==> src/rtl/carregador_pkg.sv <==
// Shared types and default parameters for the 8-value serial batch loader.
package carregador_pkg;

  localparam int unsigned N_NUM_DEF       = 8;
  localparam int unsigned WIDTH_DEF       = 8;
  localparam int unsigned TIMEOUT_CYC_DEF = 255;

  typedef enum logic {
    COLETA = 1'b0,
    CHEIO  = 1'b1
  } estado_e;

endpackage

==> src/rtl/carregador_8_num.sv <==
// Collects N_NUM serial values into a registered batch and hands it to the sorter.
// Optional partial-batch timeout enabled by defining CARREGADOR_TIMEOUT_EN.
module carregador_8_num
  import carregador_pkg::*;
#(
  parameter int unsigned N_NUM       = N_NUM_DEF,
  parameter int unsigned WIDTH       = WIDTH_DEF,
  parameter int unsigned TIMEOUT_CYC = TIMEOUT_CYC_DEF
) (
  input  logic             clk,
  input  logic             rst_n,
  input  logic             in_valid,
  output logic             in_ready,
  input  logic [WIDTH-1:0] in_data,
  input  logic             ordem_i,
  input  logic             out_ack,
  output logic             ena,
  output logic             cresc_ou_decres,
  output logic [WIDTH-1:0] n1_n,
  output logic [WIDTH-1:0] n2_n,
  output logic [WIDTH-1:0] n3_n,
  output logic [WIDTH-1:0] n4_n,
  output logic [WIDTH-1:0] n5_n,
  output logic [WIDTH-1:0] n6_n,
  output logic [WIDTH-1:0] n7_n,
  output logic [WIDTH-1:0] n8_n,
  output logic             erro
);

  localparam int unsigned CNT_W = $clog2(N_NUM);
  localparam logic [CNT_W-1:0] CNT_LAST = CNT_W'(N_NUM - 1);

  if (N_NUM != 8) begin : g_bad_n_num
    $error("carregador_8_num supports only N_NUM = 8");
  end
  if (TIMEOUT_CYC == 0) begin : g_bad_timeout
    $error("carregador_8_num requires TIMEOUT_CYC > 0");
  end

  estado_e          state_q, state_d;
  logic [CNT_W-1:0] cnt_q, cnt_d;
  logic             dir_q, dir_d;
  logic [WIDTH-1:0] vals_q [N_NUM];
  logic [WIDTH-1:0] vals_d [N_NUM];
  logic             xfer_c;

`ifdef CARREGADOR_TIMEOUT_EN
  localparam int unsigned IDLE_W = $clog2(TIMEOUT_CYC + 1);
  localparam logic [IDLE_W-1:0] IDLE_LAST = IDLE_W'(TIMEOUT_CYC - 1);

  logic [IDLE_W-1:0] idle_q, idle_d;
  logic              erro_q, erro_d;
`endif

  // Handshake only exists while collecting; in_ready is decoded from the state register.
  assign xfer_c = in_valid && (state_q == COLETA);

  always_comb begin
    state_d = state_q;
    cnt_d   = cnt_q;
    dir_d   = dir_q;
    vals_d  = vals_q;
`ifdef CARREGADOR_TIMEOUT_EN
    idle_d  = '0;
    erro_d  = 1'b0;
`endif
    unique case (state_q)
      COLETA: begin
        if (xfer_c) begin
          vals_d[cnt_q] = in_data;
          if (cnt_q == '0) begin
            dir_d = ordem_i;
          end
          if (cnt_q == CNT_LAST) begin
            state_d = CHEIO;
            cnt_d   = '0;
          end else begin
            cnt_d = CNT_W'(cnt_q + 1'b1);
          end
        end
      end
      CHEIO: begin
        if (out_ack) begin
          state_d = COLETA;
        end
      end
      default: state_d = COLETA;
    endcase
`ifdef CARREGADOR_TIMEOUT_EN
    // Abandon a stalled partial batch; values stay until overwritten.
    if ((state_q == COLETA) && (cnt_q != '0) && !xfer_c) begin
      if (idle_q == IDLE_LAST) begin
        cnt_d  = '0;
        erro_d = 1'b1;
      end else begin
        idle_d = IDLE_W'(idle_q + 1'b1);
      end
    end
`endif
  end

  always_ff @(posedge clk or negedge rst_n) begin
    if (!rst_n) begin
      state_q <= COLETA;
      cnt_q   <= '0;
      dir_q   <= 1'b0;
      for (int i = 0; i < int'(N_NUM); i++) begin
        vals_q[i] <= '0;
      end
`ifdef CARREGADOR_TIMEOUT_EN
      idle_q  <= '0;
      erro_q  <= 1'b0;
`endif
    end else begin
      state_q <= state_d;
      cnt_q   <= cnt_d;
      dir_q   <= dir_d;
      vals_q  <= vals_d;
`ifdef CARREGADOR_TIMEOUT_EN
      idle_q  <= idle_d;
      erro_q  <= erro_d;
`endif
    end
  end

  assign in_ready        = (state_q == COLETA);
  assign ena             = (state_q == CHEIO);
  assign cresc_ou_decres = dir_q;
  assign n1_n            = vals_q[0];
  assign n2_n            = vals_q[1];
  assign n3_n            = vals_q[2];
  assign n4_n            = vals_q[3];
  assign n5_n            = vals_q[4];
  assign n6_n            = vals_q[5];
  assign n7_n            = vals_q[6];
  assign n8_n            = vals_q[7];

`ifdef CARREGADOR_TIMEOUT_EN
  assign erro = erro_q;
`else
  assign erro = 1'b0;
`endif

endmodule

==> config.mk <==
export PLATFORM = sky130hd
export DESIGN_NAME = carregador_8_num
export DESIGN_NICKNAME = d
export VERILOG_FILES = /design/src/rtl/carregador_pkg.sv /design/src/rtl/carregador_8_num.sv
export SDC_FILE = /design/constraint.sdc
export NUM_CORES = 1
export LEC_CHECK = 0
export CORE_ASPECT_RATIO = 1.5
export CORE_UTILIZATION = 50
export CTS_CLUSTER_SIZE = 24
export DETAILED_ROUTE_END_ITERATION = 8
export HOLD_SLACK_MARGIN = 0.08
export PLACE_DENSITY = 0.84
export SLEW_MARGIN = 10
export SYNTH_ARGS = -nofsm -noshare
export SYNTH_HDL_FRONTEND = slang
export SYNTH_SLANG_ARGS = --single-unit
==> constraint.sdc <==
create_clock -name clk -period 3.7 [get_ports clk]
set_clock_uncertainty 0.15 [all_clocks]
set_input_delay 0.74 -clock clk [delete_from_list [all_inputs] [get_ports clk]]
set_output_delay 0.74 -clock clk [all_outputs]
set_load 0.01 [all_outputs]
==> results by group, run 1 <==
Drt
  – Remaining DRCs: 0
  – Post-Route WL: 5787 um
  – DR pass1 iterations: 4
  – Final ANT Viol Nets: 0
  – Vias per inst: 5.199
  – Initial drt markers: 19
  – Vias: 1700
  – WL per Instance: 17.70 um

Global route
  – All-layer global routing usage: 21.93%
  – Busiest grt layer: met2
  – Largest net degree at the start of global routing: 26
  – Vias in the first global route: 1838
  – Met3 Track Usage GR: 6.527%
  – M1 GR Usage: 26.07%
  – GRT overflow: 0
  – First-pass GRT wire length: 9294 um
  – Global routing usage on met2: 36.08%
  – Initial antenna violation count: 0

Floorplanning
  – Top-Level Pins: 81
  – Die height: 92.40 um
  – Die X: 62.27 um
  – Die ar.: 5753 um2
  – Core area: 5205 um2
  – Std cell rows: 32
  – Starting Density: 52.33%

Placed design
  – RePlAce Congestion: 0.8281
  – Setup Slack @ Placement: 991.2 ps
  – Port bufs: 79
  – Post-DP HPWL: 4183 um

Worst setup path
  – Critical path fanouts, max: 8
  – WP data arrival: 2430 ps
  – RR Startpoint: cnt_q[0]
  – Setup CP Type: in -> reg
  – R2R cell count: 3
  – Critical Path Source Type: primary input
  – Endpoint type of the worst setup path: flip-flop
  – R2r endpoint: n7_n[1]
  – Setup slack, reg-to-reg: 1800 ps
  – Data required time of the worst path: 3770 ps

Clock network
  – Post-CTS Hold Buffers: 0
  – TritonCTS Buffers: 9
  – Post-CTS setup buffer count: 0
  – CTS HTree Levels: 3
  – Root Driver: clkbuf_8
  – Clk buf depth: 2
  – Cts repair resizes: 0
  – Clk slew on worst S/H paths: 70 ps
  – Clk_lat worst skew: 340 ps
  – Sink Count: 69
  – CTS tree: done

Layout
  – Layout fillers: 347
  – Most common cell after layout, fill and taps aside: clkdlybuf4s50_1
  – Antenna diode count: 0
  – Most frequent cells in the layout: clkdlybuf4s50_1, dfrtp_1, mux2_2
  – Fin nets: 271
  – Layout cells sized above 1: 35.14%
  – Area growth syn-to-layout: 39.37%
  – Core Util, Final: 72.93%

STA
  – Slew at the pin with the worst max-slew slack: 512.4 ps
  – Final WS setup: 1339 ps
  – RSZ-0062 raised after global routing: no
  – Max-slew violation count: 0
  – Crit path time final: 2361 ps
  – Slew Limit Headroom: 65.80%
  – Crit share post-route: 63.80%
  – Hold Fails Final Rpt: 0
  – Setup violators final: 0
  – F_max: 423.6 MHz
  – Setup tns final: 0 ps

Power
  – VDD IR-drop max: 0.0004991 V
  – Static Leak: 1.631 nW
  – Power Total: 3.603 mW
  – PD cells: 949.1 nW/um2

Status
  – Status: finished, final reports clean

Yosys
  – Yosys reg bits: 69
  – Post-synth top area share: 63.39%
  – Post-synthesis sequential area ratio: 63.39%
  – Count of different cell masters after synthesis: 20
  – Syn Nets: 183
  – Cells after Synth: 167
  – Ranking of synthesized cells by area: dfrtp_1, mux2_2, ha_1, nor3b_4, buf_4
  – Mapped Area: 2724 um2
  – Synth area leader: dfrtp_1
  – Syn avg cell area: 16.31 um2
  – Yosys warns: 0

Min path
  – HP Class: in -> async

Job
  – Number of max-cap violations: 0
stage by stage:
step / instance area [um2] / hold slack (ps) / std cells
4_1_cts: 3796 / 212.4 / 327
3_5_place_dp: 3582 / 343.3 / 312
6_report: 3796 / 200.0 / 327
3_3_place_gp: 3582 / 337.6 / 312
2_1_floorplan: 2724 / 294.4 / 167
5_1_grt: 3796 / 242.2 / 327
cell usage after synthesis:
library cell and instances:
nand3b_4 1, o21ai_0 3, clkbuf_2 1, nor3b_4 2, and3_1 1, mux2_2 66, ha_1 3, nand2_1 4
nor2_2 1, nor3_4 1, nand3b_2 1, conb_1 1, nand3b_1 1, nor2b_1 1, inv_1 3, nor2_1 2
buf_4 3, nand3_1 1, nand3_2 2, dfrtp_1 69
critical path, cell delays in order:
cell             delay, ps
clkdlybuf4s50_1        560
nor3b_4                300
and3_1                 440
mux2_2                 390
power breakdown:
part	internal (mW)	total, mW	switching [mW]
clock network	0.393	0.664	0.270
registers	1.13	1.37	0.233
logic	0.991	1.57	0.582
total	2.52	3.60	1.09
sequential cells by signal, indices dropped and copies added (netlist names), 3 cells and up:
| signal | cells |
|---|---|
| cnt_q | 3 |
| n1_n | 8 |
| n2_n | 8 |
| n3_n | 8 |
| n4_n | 8 |
| n5_n | 8 |
| n6_n | 8 |
| n7_n | 8 |
| n8_n | 8 |
routing by layer:
metal / share of wire (%) / vias up
li1: - / 765
met5: 0 / -
met4: 3.0 / 0
met1: 39 / 871
met2: 52 / 49
met3: 5.5 / 15
layout make-up:
cell class,count,area (um2),share of cell area [%]
inverter,3,11.26,0.2966
clock inverter,4,72.57,1.912
sequential,69,1727,45.48
tap,68,85.08,2.241
multi-input combinational,91,958.4,25.25
timing repair buffer,81,800.8,21.09
clock buffer,11,141.4,3.724
kinds of logic (layout without fill, tap and decap cells):
kind of cell / count (synthesis) / count (layout) / synth area share, %
flops: 69 / 69 / 63.39
fa+ha+maj: 3 / 3 / 1.378
other cells: 1 / 1 / 0.1377
simple gates: 18 / 18 / 5.834
buf+inv: 7 / 99 / 1.424
mux: 66 / 66 / 27.29
compound gates: 3 / 3 / 0.5511
worst max path at each step:
stage          slack [ps]  cells after the start  endpoint  startpoint
6_report             1340                      4   n7_n[1]    in_valid
5_1_grt              1270                      4   n2_n[7]    in_valid
4_1_cts              1350                      4   n7_n[1]    in_valid
3_5_place_dp          990                      4   n7_n[4]    in_valid
3_3_place_gp         1060                      4   n7_n[7]    in_valid
2_1_floorplan        1820                      4   n7_n[0]    in_valid
(Power assumes the default switching activity.)
==> run 2, diff against run 1 <==
--- a/config.mk
+++ b/config.mk
@@ -6,11 +6,11 @@
 export NUM_CORES = 1
 export LEC_CHECK = 0
 export CORE_ASPECT_RATIO = 1.5
-export CORE_UTILIZATION = 50
+export CORE_UTILIZATION = 47
 export CTS_CLUSTER_SIZE = 24
 export DETAILED_ROUTE_END_ITERATION = 8
 export HOLD_SLACK_MARGIN = 0.08
-export PLACE_DENSITY = 0.84
+export PLACE_DENSITY = 0.8
 export SLEW_MARGIN = 10
 export SYNTH_ARGS = -nofsm -noshare
 export SYNTH_HDL_FRONTEND = slang
==> constraint.sdc (replaced) <==
create_clock -name clk -period 2.3 [get_ports clk]
set_clock_uncertainty 0.15 [all_clocks]
set_input_delay 0.46 -clock clk [delete_from_list [all_inputs] [get_ports clk]]
set_output_delay 0.46 -clock clk [all_outputs]
set_load 0.01 [all_outputs]
==> run 2 against run 1 <==
  * Clock power increased by 81%
  * Worst setup slack got worse by 1100 ps
  * Cell area is 3.5% higher
  * Die area rose by 6.2%
  * Largest cell class unchanged
  * Critical path type is now reg -> out
==> results by group, run 2 (same netlist as run 1, synthesis figures left out) <==
Power
  – Power Total: 5.984 mW (+66%)
  – PD cells: 1523 nW/um2 (+60%)
  – VDD IR-drop max: 0.0008298 V (+66%)
  – Static Leak: 1.688 nW (+3.5%)

Floorplanning
  – Std cell rows: 33 (+3.1%)
  – Die height: 95.24 um (+3.1%)
  – Core area: 5533 um2 (+6.3%)
  – Die ar.: 6110 um2 (+6.2%)
  – Starting Density: 49.23% (-3.1 points)
  – Top-Level Pins: 81 (unchanged)
  – Die X: 64.16 um (+3.0%)

STA
  – Crit path time final: 2022 ps
  – Max-slew violation count: 0 (unchanged)
  – Setup violators final: 0 (unchanged)
  – F_max: 494.5 MHz
  – Worst hold slack: 354.7 ps (+154.7 ps)
  – Crit share post-route: 87.92%
  – Setup tns final: 0 ps (unchanged)
  – Hold Fails Final Rpt: 0 (unchanged)
  – Final WS setup: 277.8 ps (-1062 ps)
  – RSZ-0062 raised after global routing: no

Drt
  – Remaining DRCs: 0 (unchanged)
  – Vias: 1729 (+1.7%)
  – Post-Route WL: 5936 um (+2.6%)
  – Initial drt markers: 77 (+58)
  – Final ANT Viol Nets: 0 (unchanged)
  – Vias per inst: 5.146 (-1.0%)
  – DR pass1 iterations: 4 (unchanged)
  – WL per Instance: 17.67 um (-0.17%)

Status
  – Status: finished, final reports clean

Layout
  – Most frequent cells in the layout: clkdlybuf4s50_1, dfrtp_1, mux2_2
  – Most common cell after layout, fill and taps aside: clkdlybuf4s50_1
  – Post-Layout Cell Count: 336 (+2.8%)
  – Layout cells sized above 1: 36.84% (+1.7 points)
  – Area growth syn-to-layout: 44.28%
  – Fin area: 3930 um2 (+3.5%)
  – Multi-input gate area: 958.4 um2 (unchanged)
  – Layout fillers: 380 (+9.5%)
  – Antenna diode count: 0 (unchanged)
  – Fin nets: 277 (+2.2%)
  – Core Util, Final: 71.03% (-1.9 points)
  – Reg area: 1727 um2 (unchanged)

Placed design
  – Placed Area: 3672 um2 (+2.5%)
  – Post-DP HPWL: 4110 um (-1.7%)
  – Post-placement cell count: 319 (+2.2%)
  – Setup Slack @ Placement: 44.20 ps (-947.0 ps)
  – Port bufs: 79 (unchanged)
  – RePlAce Congestion: 0.7674 (-7.3%)

Job
  – Number of max-cap violations: 0 (unchanged)

Clock network
  – Root Driver: clkbuf_8
  – Clk buf depth: 2 (unchanged)
  – Clk_lat worst skew: 330 ps (about the same)
  – CTS HTree Levels: 3 (unchanged)
  – Cts repair resizes: 0 (unchanged)
  – TritonCTS Buffers: 9 (unchanged)
  – Sink Count: 69 (unchanged)
  – Clk slew on worst S/H paths: 70 ps (about the same)
  – CTS tree: done

Worst setup path
  – WP data arrival: 1410 ps (-1020 ps)
  – Critical Path Source Type: flip-flop
  – Critical path fanouts, max: 5 (-3)
  – Setup CP Type: reg -> out
  – Data required time of the worst path: 1690 ps (-2080 ps)
  – Endpoint type of the worst setup path: primary output

Global route
  – GRT overflow: 0 (unchanged)
  – Initial antenna violation count: 0 (unchanged)
  – First-pass GRT wire length: 9528 um (+2.5%)
  – Largest net degree at the start of global routing: 53 (+100%)
  – Vias in the first global route: 1773 (-3.5%)
  – All-layer global routing usage: 21.78% (-0.15 points)

Min path
  – HP Class: reg -> reg
## run 2: changes by cell type in the layout (fill, tap and decap cells not counted)
cell and change:
dlygate4sd3_1 +1, buf_4 +1, clkbuf_1 -1, clkinvlp_4 +1, bufinv_16 +1, buf_12 +4
## run 2: path summary, 6_finish.rpt
kind                           from        to  slack [ps]  cells past startpoint
max                             ena  in_ready         280                      2
min                         n7_n[5]   n7_n[5]         350                      1
max in group asynchronous     rst_n   n4_n[0]         950                      3
max reg2reg                cnt_q[0]   n5_n[6]         560                      4
min reg2reg                 n7_n[5]   n7_n[5]         350                      1
min in group asynchronous     rst_n   n7_n[0]         450                      2
## run 2: area by class of cell
class,instances,area share (%)
inverters,3,0.2865
clock inverters,6,2.802
flip-flops and latches,69,43.94
repair buffers,87,22.86
well taps,70,2.229
clock buffers,10,3.502
multi-input cells,91,24.39
## run 2: what timing repair did
action	4_1_cts	5_1_grt
hold buffers	1	0
setup buffers	0	0
hold endpoints to repair	17	0
## run 2: routing by layer
metal / track usage [%] / part of all wire [%]
met1: 27.20 / 40
met4: 9.630 / 1.7
met5: 0 / 0
met3: 4.187 / 3.8
met2: 36.79 / 54
## run 2: power breakdown
group	switching [mW]	internal, mW
Combinational	0.938	1.65
Clock	0.454	0.748
Sequential	0.376	1.82
Total	1.77	4.22
## run 2: critical path, stage by stage (launching register included)
cell             delay, ps
dfrtp_1                440
inv_1                  110
clkdlybuf4s50_1        530
==> run 3, diff against run 2 <==
--- a/config.mk
+++ b/config.mk
@@ -5,12 +5,14 @@
 export SDC_FILE = /design/constraint.sdc
 export NUM_CORES = 1
 export LEC_CHECK = 0
+export ABC_CLOCK_PERIOD_IN_PS = 2300
 export CORE_ASPECT_RATIO = 1.5
 export CORE_UTILIZATION = 47
 export CTS_CLUSTER_SIZE = 24
 export DETAILED_ROUTE_END_ITERATION = 8
 export HOLD_SLACK_MARGIN = 0.08
 export PLACE_DENSITY = 0.8
+export SETUP_SLACK_MARGIN = 0.5
 export SLEW_MARGIN = 10
 export SYNTH_ARGS = -nofsm -noshare
 export SYNTH_HDL_FRONTEND = slang
==> constraint.sdc (replaced) <==
create_clock -name clk -period 2.3 [get_ports clk]
set_clock_uncertainty 0.15 [all_clocks]
set_input_delay 0.345 -clock clk [delete_from_list [all_inputs] [get_ports clk]]
set_output_delay 0.345 -clock clk [all_outputs]
set_load 0.01 [all_outputs]
==> run 3 against run 2 <==
  * Sequential share of layout area increased by 0.64 points
  * Fmax increased by 14%
  * Die area stayed put
  * Clock-buffer cell count grew 2
  * Combinational power hardly changed
  * Via count is 0.40% lower
  * Flip-flop and latch count unchanged
  * Largest cell class unchanged
==> results by group, run 3 (same netlist as run 1, synthesis figures left out) <==
Clock network
  – TritonCTS Buffers: 9 (unchanged)
  – CTS HTree Levels: 3 (unchanged)
  – CTS tree: done
  – Clk_lat worst skew: 340 ps (about the same)
  – Sink Count: 69 (unchanged)
  – Clk slew on worst S/H paths: 70 ps (about the same)
  – Clk buf depth: 2 (unchanged)
  – Root Driver: clkbuf_8

Layout
  – Core Util, Final: 70.06% (-0.97 points)
  – Layout cells sized above 1: 36.60% (-0.24 points)
  – Fin area: 3876 um2 (-1.4%)
  – Most frequent cells in the layout: clkdlybuf4s50_1, dfrtp_1, mux2_2
  – Fin nets: 278 (+0.36%)
  – Antenna diode count: 0 (unchanged)
  – Most common cell after layout, fill and taps aside: clkdlybuf4s50_1
  – Area growth syn-to-layout: 42.31%

Global route
  – GRT overflow: 0 (unchanged)
  – Vias in the first global route: 1775 (+0.11%)
  – Largest net degree at the start of global routing: 65 (+23%)
  – All-layer global routing usage: 21.41% (-0.37 points)
  – First-pass GRT wire length: 9308 um (-2.3%)
  – Initial antenna violation count: 0 (unchanged)

Placed design
  – Port bufs: 79 (unchanged)
  – RePlAce Congestion: 0.8344 (+8.7%)
  – Post-DP HPWL: 4086 um (-0.59%)
  – Placed Area: 3632 um2 (-1.1%)
  – Setup Slack @ Placement: 155.7 ps (+111.5 ps)

Drt
  – Post-Route WL: 6012 um (+1.3%)
  – Vias per inst: 5.140 (-0.11%)
  – Vias: 1722 (-0.40%)
  – Initial drt markers: 56 (-27%)
  – WL per Instance: 17.95 um (+1.6%)
  – Remaining DRCs: 0 (unchanged)
  – Final ANT Viol Nets: 0 (unchanged)
  – DR pass1 iterations: 4 (unchanged)

STA
  – Setup violators final: 0 (unchanged)
  – Crit path time final: 1775 ps (-247.3 ps)
  – Max-slew violation count: 0 (unchanged)
  – Setup tns final: 0 ps (unchanged)
  – F_max: 563.4 MHz (+14%)
  – RSZ-0062 raised after global routing: no
  – Final WS setup: 525.1 ps (+247.3 ps)
  – Crit share post-route: 77.17% (-11 points)
  – Hold Fails Final Rpt: 0 (unchanged)

Worst setup path
  – Critical path fanouts, max: 2 (-3)
  – Worst-path cell chain: clkdlybuf4s50_1
  – CP bufs+invs: 1 (-1)
  – Worst path top cell family by delay: buffers and inverters
  – Setup CP Type: reg -> out
  – Critical Path Source Type: flip-flop
  – WP data arrival: 1280 ps (-130 ps)
  – Data required time of the worst path: 1800 ps (+110 ps)
  – Endpoint type of the worst setup path: primary output
  – Delay of the slowest critical-path stage: 590 ps (+60 ps)
  – Slowest cell on crit path: clkdlybuf4s50_1

Power
  – NetSw: 1.735 mW (-1.8%)
  – Static Leak: 1.676 nW (-0.71%)
  – Combinational fraction of design power: 45.2% (+2.0 points)
  – Clock share of power: 16.3% (-3.8 points)
  – VDD IR-drop max: 0.0008207 V (-1.1%)
  – Sw frac: 30.31% (+0.78 points)
  – Portion of total power attributed to sequential cells: 38.5% (+1.8 points)
  – Pint: 3.990 mW (-5.4%)
  – PD cells: 1477 nW/um2 (-3.0%)

Floorplanning
  – Die X: 64.16 um (unchanged)
  – Die ar.: 6110 um2 (unchanged)
  – Core area: 5533 um2 (unchanged)
  – Top-Level Pins: 81 (unchanged)
  – Std cell rows: 33 (unchanged)
  – Starting Density: 49.23% (unchanged)
  – Die height: 95.24 um (unchanged)

Min path
  – HP Class: in -> async

Job
  – Number of max-cap violations: 0 (unchanged)

Status
  – Status: finished, final reports clean
==> run 3: cell types whose count changed in the layout (fill, tap and decap cells not counted), moves of 2 or more <==
cell	previous run	this run
clkinvlp_4	2	0
clkbuf_1	0	2
bufinv_16	3	1
clkdlybuf4s50_1	78	76
==> run 3: path summary, 6_finish.rpt <==
kind | start | end | slack (ps) | cells past startpoint
max in group asynchronous | rst_n | ena | 1190 | 3
hold reg to reg | n1_n[7] | n1_n[7] | 360 | 1
hold / removal | rst_n | n7_n[5] | 240 | 2
setup / recovery | n6_n[7] | n6_n[7] | 530 | 1
setup reg to reg | ena | n7_n[0] | 560 | 5
min in group clk | in_valid | ena | 250 | 3
==> run 3: per-stage QoR <==
| step | cells | power [mW] | hold WS (ps) |
|---|---|---|---|
| after floorplan | 167 | 3.320 | -100.6 |
| after global placement | 317 | 4.713 | 35.07 |
| after detailed placement | 317 | 4.781 | 33.93 |
| after CTS | 333 | 5.735 | 207.0 |
| after global routing | 335 | 6.039 | 250.0 |
| final | 335 | 5.725 | 241.5 |
==> run 3: layout make-up <==
| cell class | count | area (um2) |
|---|---|---|
| Inverter | 3 | 11.26 |
| Clock inverter | 2 | 35.03 |
| Timing Repair Buffer | 88 | 908.4 |
| Tap cell | 70 | 87.58 |
| Sequential cell | 69 | 1728 |
| Fill cell | 413 | 1657 |
| Clock buffer | 12 | 145.1 |
| Multi-Input combinational cell | 91 | 960.9 |
==> run 3: power by group through the flow <==
stage                     sequential, mW  clock, mW  combinational [mW]
after floorplan                     2.44          0               0.882
after global placement              2.20          0                2.51
after detailed placement            2.22          0                2.56
after CTS                           2.21      0.949                2.58
after global routing                2.28       1.01                2.75
final                               2.20      0.934                2.59
==> run 3: repair_timing <==
item / in CTS / in global routing
pin swaps: 0 / 2
setup buffers: 1 / 2
endpoints found under the setup margin: 2 / 49
hold buffers: 1 / 0
gates resized for setup: 2 / 3
hold endpoints to repair: 69 / 0
==> run 3: metal layers <==
| layer | vias to the layer above | global-route usage (%) | part of all wire, % |
|---|---|---|---|
| li1 | 776 | - | - |
| met1 | 889 | 25.72 | 42 |
| met2 | 45 | 35.99 | 52 |
| met3 | 12 | 5.622 | 3.9 |
| met4 | 0 | 9.815 | 2.8 |
| met5 | - | 0 | 0 |
